$ cat config.mk
export PLATFORM = sky130hd
export DESIGN_NAME = urv_console_uart_flat
export DESIGN_NICKNAME = d
export VERILOG_FILES = /design/src/rtl/urv_console_pkg.sv /design/src/rtl/urv_console_uart_if.sv /design/src/rtl/urv_console_fifo.sv /design/src/rtl/urv_console_uart.sv /design/src/flat_wrapper.sv
export SDC_FILE = /design/constraint.sdc
export NUM_CORES = 1
export LEC_CHECK = 0
export CAP_MARGIN = 30
export CELL_PAD_IN_SITES_DETAIL_PLACEMENT = 1
export CELL_PAD_IN_SITES_GLOBAL_PLACEMENT = 2
export CORE_MARGIN = 8
export CORE_UTILIZATION = 34
export DETAILED_ROUTE_END_ITERATION = 7
export PLACE_DENSITY = 0.93
export SETUP_SLACK_MARGIN = 0.4
export SLEW_MARGIN = 25
export SYNTH_ARGS = -nofsm -noshare
export SYNTH_HDL_FRONTEND = slang
export SYNTH_SLANG_ARGS = --single-unit
$ cat constraint.sdc
create_clock -name clk_i -period 4.2 [get_ports clk_i]
set_input_delay 0.42 -clock clk_i [delete_from_list [all_inputs] [get_ports clk_i]]
set_output_delay 0.42 -clock clk_i [all_outputs]
set_load 0.01 [all_outputs]
$ cat src/rtl/urv_console_pkg.sv
// Shared definitions for the uRV console UART: register offsets, STATUS bit
// positions and the serialiser state encoding.
package urv_console_pkg;

  localparam logic [3:0] C_OFF_TX     = 4'h0;
  localparam logic [3:0] C_OFF_DONE   = 4'h4;
  localparam logic [3:0] C_OFF_STATUS = 4'h8;
  localparam logic [3:0] C_OFF_RSVD   = 4'hC;

  localparam int unsigned C_STAT_FULL = 0;
  localparam int unsigned C_STAT_IDLE = 1;
  localparam int unsigned C_STAT_DONE = 2;

  typedef enum logic [1:0] {
    ST_IDLE  = 2'd0,
    ST_START = 2'd1,
    ST_DATA  = 2'd2,
    ST_STOP  = 2'd3
  } t_tx_state;

endpackage

$ cat src/rtl/urv_console_uart_if.sv
// uRV data-memory port as seen by the console slave; signal names keep the
// slave-side direction suffixes so the top-level names read the same.
interface urv_console_uart_if;

  logic [31:0] dm_addr_i;
  logic [31:0] dm_data_s_i;
  logic [3:0]  dm_data_select_i;
  logic        dm_store_i;
  logic        dm_load_i;
  logic [31:0] dm_data_l_o;
  logic        dm_store_done_o;
  logic        dm_load_done_o;

  modport master (
    output dm_addr_i, dm_data_s_i, dm_data_select_i, dm_store_i, dm_load_i,
    input  dm_data_l_o, dm_store_done_o, dm_load_done_o
  );

  modport slave (
    input  dm_addr_i, dm_data_s_i, dm_data_select_i, dm_store_i, dm_load_i,
    output dm_data_l_o, dm_store_done_o, dm_load_done_o
  );

endinterface

$ cat src/rtl/urv_console_fifo.sv
// TX byte buffer. With URV_CONSOLE_FIFO_EN defined it is a g_depth-entry FIFO,
// otherwise a single holding register. A push while full is taken only with a pop.
module urv_console_fifo #(
  parameter int unsigned g_depth = 16
) (
  input  logic       clk_i,
  input  logic       rst_n_i,
  input  logic       i_push,
  input  logic [7:0] i_data,
  input  logic       i_pop,
  output logic [7:0] o_data,
  output logic       o_full,
  output logic       o_empty
);

  logic w_push_en;
  logic w_pop_en;

`ifdef URV_CONSOLE_FIFO_EN
  localparam int unsigned C_AW = $clog2(g_depth);

  logic [C_AW:0] r_wr_ptr;
  logic [C_AW:0] r_rd_ptr;
  logic [7:0]    r_mem [g_depth];

  assign o_empty   = (r_wr_ptr == r_rd_ptr);
  assign o_full    = (r_wr_ptr[C_AW] != r_rd_ptr[C_AW]) &&
                     (r_wr_ptr[C_AW-1:0] == r_rd_ptr[C_AW-1:0]);
  assign o_data    = r_mem[r_rd_ptr[C_AW-1:0]];
  assign w_push_en = i_push && (!o_full || i_pop);
  assign w_pop_en  = i_pop && !o_empty;

  // Read/write pointers, one extra wrap bit to tell full from empty.
  always_ff @(posedge clk_i or negedge rst_n_i) begin
    if (!rst_n_i) begin
      r_wr_ptr <= {(C_AW+1){1'b0}};
      r_rd_ptr <= {(C_AW+1){1'b0}};
    end else begin
      if (w_push_en) r_wr_ptr <= r_wr_ptr + {{C_AW{1'b0}}, 1'b1};
      if (w_pop_en)  r_rd_ptr <= r_rd_ptr + {{C_AW{1'b0}}, 1'b1};
    end
  end

  // Storage array.
  always_ff @(posedge clk_i) begin
    if (w_push_en) r_mem[r_wr_ptr[C_AW-1:0]] <= i_data;
  end
`else
  logic       r_occ;
  logic [7:0] r_hold;

  assign o_full    = r_occ;
  assign o_empty   = !r_occ;
  assign o_data    = r_hold;
  assign w_push_en = i_push && (!r_occ || i_pop);
  assign w_pop_en  = i_pop && r_occ;

  // Single holding register; a push with a pop simply replaces the byte.
  always_ff @(posedge clk_i or negedge rst_n_i) begin
    if (!rst_n_i) begin
      r_occ  <= 1'b0;
      r_hold <= 8'd0;
    end else if (w_push_en) begin
      r_occ  <= 1'b1;
      r_hold <= i_data;
    end else if (w_pop_en) begin
      r_occ  <= 1'b0;
    end
  end
`endif

endmodule

$ cat src/rtl/urv_console_uart.sv
// Memory-mapped console UART and test-done latch on the uRV data port.
// Optional macro URV_CONSOLE_FIFO_EN selects a deep TX FIFO over a holding register.
module urv_console_uart
  import urv_console_pkg::*;
#(
  parameter logic [31:0] g_base_addr  = 32'h0010_0000,
  parameter int unsigned g_clk_div    = 868,
  parameter int unsigned g_fifo_depth = 16
) (
  input  logic               clk_i,
  input  logic               rst_n_i,
  urv_console_uart_if.slave  dm,
  output logic               uart_txd_o,
  output logic               test_done_o,
  output logic [31:0]        test_code_o
);

  localparam logic [15:0] C_DIV_RELOAD = 16'(g_clk_div - 1);

  logic        w_hit;
  logic [3:0]  w_off;
  logic        w_store_acc;
  logic        w_load_acc;
  logic        w_tx_store;
  logic        w_want_push;
  logic        w_push;
  logic        w_pop;
  logic        w_full;
  logic        w_empty;
  logic [7:0]  w_push_data;
  logic [7:0]  w_fifo_data;
  logic [31:0] w_status;
  logic [31:0] w_rd_data;

  logic        r_pend;
  logic [7:0]  r_pend_data;
  logic        r_store_done;
  logic        r_load_done;
  logic [31:0] r_data_l;
  logic        r_test_done;
  logic [31:0] r_test_code;

  t_tx_state   r_state;
  logic [15:0] r_cnt;
  logic [2:0]  r_bit;
  logic [7:0]  r_shift;
  logic        r_txd;

  // A pending (stalled) TX store blocks any new strobe until it is pushed.
  assign w_hit       = (dm.dm_addr_i[31:4] == g_base_addr[31:4]);
  assign w_off       = {dm.dm_addr_i[3:2], 2'b00};
  assign w_store_acc = dm.dm_store_i && w_hit && !r_pend;
  assign w_load_acc  = dm.dm_load_i && w_hit && !r_pend;
  assign w_tx_store  = w_store_acc && (w_off == C_OFF_TX) && dm.dm_data_select_i[0];
  assign w_want_push = r_pend || w_tx_store;
  assign w_push_data = r_pend ? r_pend_data : dm.dm_data_s_i[7:0];
  assign w_push      = w_want_push && (!w_full || w_pop);
  assign w_pop       = !w_empty && ((r_state == ST_IDLE) ||
                                    ((r_state == ST_STOP) && (r_cnt == 16'd0)));

  always_comb begin
    w_status              = 32'd0;
    w_status[C_STAT_FULL] = w_full;
    w_status[C_STAT_IDLE] = w_empty && (r_state == ST_IDLE);
    w_status[C_STAT_DONE] = r_test_done;
  end

  // Load data selection by register offset.
  always_comb begin
    w_rd_data = 32'd0;
    case (w_off)
      C_OFF_DONE:   w_rd_data = r_test_code;
      C_OFF_STATUS: w_rd_data = w_status;
      default:      w_rd_data = 32'd0;
    endcase
  end

  urv_console_fifo #(
    .g_depth (g_fifo_depth)
  ) u_fifo (
    .clk_i   (clk_i),
    .rst_n_i (rst_n_i),
    .i_push  (w_push),
    .i_data  (w_push_data),
    .i_pop   (w_pop),
    .o_data  (w_fifo_data),
    .o_full  (w_full),
    .o_empty (w_empty)
  );

  // Bus responses, stalled-store holding and the test-done latch.
  always_ff @(posedge clk_i or negedge rst_n_i) begin
    if (!rst_n_i) begin
      r_pend       <= 1'b0;
      r_pend_data  <= 8'd0;
      r_store_done <= 1'b0;
      r_load_done  <= 1'b0;
      r_data_l     <= 32'd0;
      r_test_done  <= 1'b0;
      r_test_code  <= 32'd0;
    end else begin
      r_pend       <= w_want_push && !w_push;
      r_store_done <= w_push || (w_store_acc && !w_tx_store);
      r_load_done  <= w_load_acc;
      if (w_tx_store) r_pend_data <= dm.dm_data_s_i[7:0];
      if (w_load_acc) r_data_l <= w_rd_data;
      if (w_store_acc && (w_off == C_OFF_DONE)) begin
        r_test_done <= 1'b1;
        r_test_code <= dm.dm_data_s_i;
      end
    end
  end

  // 8N1 serialiser; every non-idle bit lasts g_clk_div cycles, STOP chains into START.
  always_ff @(posedge clk_i or negedge rst_n_i) begin
    if (!rst_n_i) begin
      r_state <= ST_IDLE;
      r_cnt   <= 16'd0;
      r_bit   <= 3'd0;
      r_shift <= 8'd0;
      r_txd   <= 1'b1;
    end else begin
      case (r_state)
        ST_IDLE: begin
          if (w_pop) begin
            r_state <= ST_START;
            r_shift <= w_fifo_data;
            r_cnt   <= C_DIV_RELOAD;
            r_txd   <= 1'b0;
          end
        end
        ST_START: begin
          if (r_cnt == 16'd0) begin
            r_state <= ST_DATA;
            r_cnt   <= C_DIV_RELOAD;
            r_bit   <= 3'd0;
            r_txd   <= r_shift[0];
          end else begin
            r_cnt <= r_cnt - 16'd1;
          end
        end
        ST_DATA: begin
          if (r_cnt == 16'd0) begin
            r_cnt <= C_DIV_RELOAD;
            if (r_bit == 3'd7) begin
              r_state <= ST_STOP;
              r_txd   <= 1'b1;
            end else begin
              r_bit   <= r_bit + 3'd1;
              r_shift <= {1'b0, r_shift[7:1]};
              r_txd   <= r_shift[1];
            end
          end else begin
            r_cnt <= r_cnt - 16'd1;
          end
        end
        ST_STOP: begin
          if (r_cnt == 16'd0) begin
            if (w_pop) begin
              r_state <= ST_START;
              r_shift <= w_fifo_data;
              r_cnt   <= C_DIV_RELOAD;
              r_txd   <= 1'b0;
            end else begin
              r_state <= ST_IDLE;
            end
          end else begin
            r_cnt <= r_cnt - 16'd1;
          end
        end
        default: begin
          r_state <= ST_IDLE;
          r_txd   <= 1'b1;
        end
      endcase
    end
  end

  assign uart_txd_o         = r_txd;
  assign test_done_o        = r_test_done;
  assign test_code_o        = r_test_code;
  assign dm.dm_data_l_o     = r_data_l;
  assign dm.dm_store_done_o = r_store_done;
  assign dm.dm_load_done_o  = r_load_done;

endmodule

$ cat src/flat_wrapper.sv
// flat-port wrapper written by rule: the top's interface ports become plain ports
module urv_console_uart_flat import urv_console_pkg::*;
#(
  parameter logic [31:0] g_base_addr  = 32'h0010_0000,
  parameter int unsigned g_clk_div    = 868,
  parameter int unsigned g_fifo_depth = 16
)
  (clk_i, rst_n_i, uart_txd_o, test_done_o, test_code_o, dm_dm_addr_i, dm_dm_data_s_i, dm_dm_data_select_i, dm_dm_store_i, dm_dm_load_i, dm_dm_data_l_o, dm_dm_store_done_o, dm_dm_load_done_o);
  urv_console_uart_if dm_i ();
  input  logic clk_i;
  input  logic rst_n_i;
  output logic uart_txd_o;
  output logic test_done_o;
  output logic [31:0] test_code_o;
  input wire logic [$bits(dm_i.dm_addr_i)-1:0] dm_dm_addr_i;
  input wire logic [$bits(dm_i.dm_data_s_i)-1:0] dm_dm_data_s_i;
  input wire logic [$bits(dm_i.dm_data_select_i)-1:0] dm_dm_data_select_i;
  input wire logic [$bits(dm_i.dm_store_i)-1:0] dm_dm_store_i;
  input wire logic [$bits(dm_i.dm_load_i)-1:0] dm_dm_load_i;
  output wire logic [$bits(dm_i.dm_data_l_o)-1:0] dm_dm_data_l_o;
  output wire logic [$bits(dm_i.dm_store_done_o)-1:0] dm_dm_store_done_o;
  output wire logic [$bits(dm_i.dm_load_done_o)-1:0] dm_dm_load_done_o;
  assign dm_i.dm_addr_i = dm_dm_addr_i;
  assign dm_i.dm_data_s_i = dm_dm_data_s_i;
  assign dm_i.dm_data_select_i = dm_dm_data_select_i;
  assign dm_i.dm_store_i = dm_dm_store_i;
  assign dm_i.dm_load_i = dm_dm_load_i;
  assign dm_dm_data_l_o = dm_i.dm_data_l_o;
  assign dm_dm_store_done_o = dm_i.dm_store_done_o;
  assign dm_dm_load_done_o = dm_i.dm_load_done_o;
  urv_console_uart #(.g_base_addr(g_base_addr), .g_clk_div(g_clk_div), .g_fifo_depth(g_fifo_depth)) u_core (.clk_i(clk_i), .rst_n_i(rst_n_i), .dm(dm_i), .uart_txd_o(uart_txd_o), .test_done_o(test_done_o), .test_code_o(test_code_o));
endmodule
==> results by group <==
Synthesis
  – Post-synth cell types: 55
  – Dominant synthesized flop cell: dfrtp_1
  – Synthesized area per cell: 10.76 um2
  – Top-area cell type share of the netlist area: 0.5021
  – FFs w/ async S/R, synth: 1.000
  – Post-Syn Nets: 612
  – Most common cell in the netlist: dfrtp_1
  – Area leader, netlist: dfrtp_1
  – Synth area leaders: dfrtp_1, mux2_2, nand2_1
  – Syn Std Cell Area: 0.005682 mm2
  – Post-synth EDFFs: 0
  – Mapped Cells: 528
  – Post-synthesis sequential area ratio: 0.5067
  – #FFs+latches synth: 115
  – Most common library cells after synthesis: dfrtp_1, nand2_1, mux2_2
  – Ys Warns: 0

Clocking
  – Worst skew pair latency: 0.41 ns
  – Clock buffer count from CTS: 17
  – Clock Tree Buf Depth: 2
  – Setup bufs post-CTS: 0
  – Post-CTS sizing: 0
  – CTS root buf: clkbuf_16
  – Hold buffers post-CTS: 1
  – Worst-path clk slew: 0.05 ns
  – Clock Sink Count: 115
  – H-tree depth: 4
  – CTS tree: yes

Timing
  – Worst-Margin Slew: 0.8316 ns
  – Final setup margin: 1.549 ns
  – Peak Freq: 377.2 MHz
  – Final period util: 0.6312
  – Slew Viols, Final: 0
  – Unrepaired setup endpoints after global routing: false
  – Max_slew headroom: 0.4456
  – TNS Setup: 0 ns
  – Final setup violation count: 0
  – Clock skew: 0.009236 ns
  – Fin. Hold Viols: 0
  – Tmin final: 2.651 ns

Layout
  – Util after Layout: 0.4710
  – Final #Nets: 743
  – Ratio of cells with drive above 1 in the final layout: 0.2009
  – Layout area overhead: 36.51%
  – ANT cells: 0
  – FILL cells: 1812
  – Cell area after layout: 0.007756 mm2

Global route
  – Global-route wire length before repair: 28.55 mm
  – Largest net degree at the start of global routing: 65
  – Congestion Overflow GR: 0
  – Vias in the first global route: 5091
  – Initial antenna violation count: 0
  – GRT Resource Usage Total: 0.1710

Drt
  – Total wire length: 17.58 mm
  – Detail Route Antenna Nets: 0
  – DR vias: 4647
  – Routed len/inst: 19.71 um
  – DRT iter0 DRCs: 256
  – Drt pass-1 iters: 4
  – Residual DRC: 0
  – Via-per-instance ratio: 5.210

Floorplan
  – Die height: 145.3 um
  – Full die area: 0.02110 mm2
  – Starting Density: 0.3451
  – Core area: 0.01647 mm2
  – Core Rows: 47
  – Ports: 140
  – DIE WIDTH: 145.3 um

Power
  – Net Sw Frac: 0.2076
  – Clk pwr share: 0.537
  – Power share of the combinational group: 0.041
  – P per Cell Area: 339.0 mW/mm2
  – Post-layout total power: 2.629 mW
  – Sw Pwr: 545.8 uW
  – Maximum VDD drop: 0.0003446 V
  – Internal power: 2.084 mW
  – Leakage: 3.436 nW
  – Sequential power share: 0.422

Place
  – Post-DP HPWL: 12.51 mm
  – Port Buf Inserts: 134
  – Placed Area: 0.007158 mm2
  – DP Worst Slack: 1.322 ns
  – Routability Congestion: 0.7666

Hold path
  – Worst Hold Class: reg2reg

Critical path
  – Setup crit start kind: register
  – Crit end category: register
  – WP data arrival: 2.94 ns
  – Setup Crit Path Kind: reg2reg
  – CP Data Required Time: 4.49 ns
  – CP Max Fanout: 19

Run
  – Max-Cap Viols: 0

Run status
  – Status: finished, final reports clean
[per-stage QoR]
stage	std cells	hold slack, ns
after detailed placement	858	0.4243
after floorplan	528	0.1244
final	892	0.4737
after global placement	858	0.4210
after CTS	891	0.4770
after global routing	892	0.4973
[per-layer routing]
metal / GRT usage / vias up / wire [um]
li1: - / 2153 / -
met1: 0.1855 / 2356 / 6813
met2: 0.3131 / 119 / 9628
met3: 0.04975 / 19 / 897
met4: 0.05570 / 0 / 243
met5: 0 / - / 0
[layout make-up]
cell class	count	area (um2)	area share
Sequential cell	115	2879	0.3712
Multi-Input combinational cell	369	2571	0.3315
Timing Repair Buffer	141	1394	0.1797
Clock buffer	22	474.2	0.06114
Tap cell	220	275.3	0.03549
Clock inverter	10	106.4	0.01371
Inverter	15	56.30	0.007259
[sequential cells by signal (all words and copies together), names as in the netlist, 2 cells and up]
signal / cells
u_core.dm.dm_data_l_o: 32
u_core.test_code_o: 32
u_core.r_cnt: 16
u_core.r_pend_data: 8
u_core.r_shift: 8
u_core.u_fifo.o_data: 8
u_core.r_bit: 3
u_core.r_state: 2
[kinds of logic (layout without fill, tap and decap cells)]
family / count (synthesis) / after routing / synth area share
AO/OA/AOI/OAI: 102 / 102 / 0.1361
flip-flops: 115 / 115 / 0.5067
XOR/XNOR: 1 / 1 / 0.001542
adder cells (fa/ha/maj): 12 / 12 / 0.02643
AND/OR/NAND/NOR: 196 / 196 / 0.1733
multiplexers: 58 / 58 / 0.1150
buffers and inverters: 44 / 188 / 0.04096
[power groups by stage]
stage | clock [mW] | sequential, mW | combinational (mW)
floorplan | 0 | 1.13 | 0.0128
global placement | 0 | 1.13 | 0.106
detailed placement | 0 | 1.13 | 0.109
CTS | 1.44 | 1.11 | 0.110
global route | 1.49 | 1.11 | 0.118
finish | 1.41 | 1.11 | 0.108
[critical path: stages (launching register included)]
cell	delay, ns
dfrtp_1	0.43
inv_1	0.13
ha_1	0.63
a21oi_1	0.20
a32o_1	0.32
a31oi_2	0.42
mux2_2	0.40
[placed cells by master, fill, tap and decap left out, types with 3 or more instances in the layout]
| cell type | n |
|---|---|
| nand3_1 | 20 |
| a21o_1 | 3 |
| and2_1 | 5 |
| clkbuf_8 | 3 |
| o21ai_1 | 4 |
| nor3_1 | 8 |
| a221oi_1 | 4 |
| clkdlybuf4s50_1 | 133 |
| dfrtp_1 | 114 |
| nor4_1 | 9 |
| mux2_2 | 58 |
| ha_1 | 12 |
| a31oi_1 | 8 |
| nor2b_1 | 12 |
| o21ai_0 | 8 |
| buf_4 | 7 |
| nor2_1 | 21 |
| clkinv_2 | 6 |
| a32oi_1 | 8 |
| clkbuf_16 | 17 |
| and3_1 | 10 |
| o21ai_2 | 28 |
| a22o_1 | 10 |
| or3_1 | 3 |
| a21oi_1 | 14 |
| nand2_1 | 85 |
| inv_1 | 15 |
[worst paths after layout]
path / to / slack (ns) / from / cells after the start
setup / recovery: u_core.r_shift[0] / 1.55 / u_core.r_state[0] / 6
hold / removal: u_core.dm.dm_data_l_o[31] / 0.47 / u_core.dm.dm_data_l_o[31] / 2
setup reg to reg: u_core.r_shift[0] / 1.55 / u_core.r_state[0] / 6
hold reg to reg: u_core.dm.dm_data_l_o[31] / 0.47 / u_core.dm.dm_data_l_o[31] / 2
max in group asynchronous: u_core.r_shift[0] / 2.66 / rst_n_i / 3
min in group asynchronous: u_core.dm.dm_data_l_o[21] / 0.53 / rst_n_i / 2
Power figures use the tool's default switching activity.
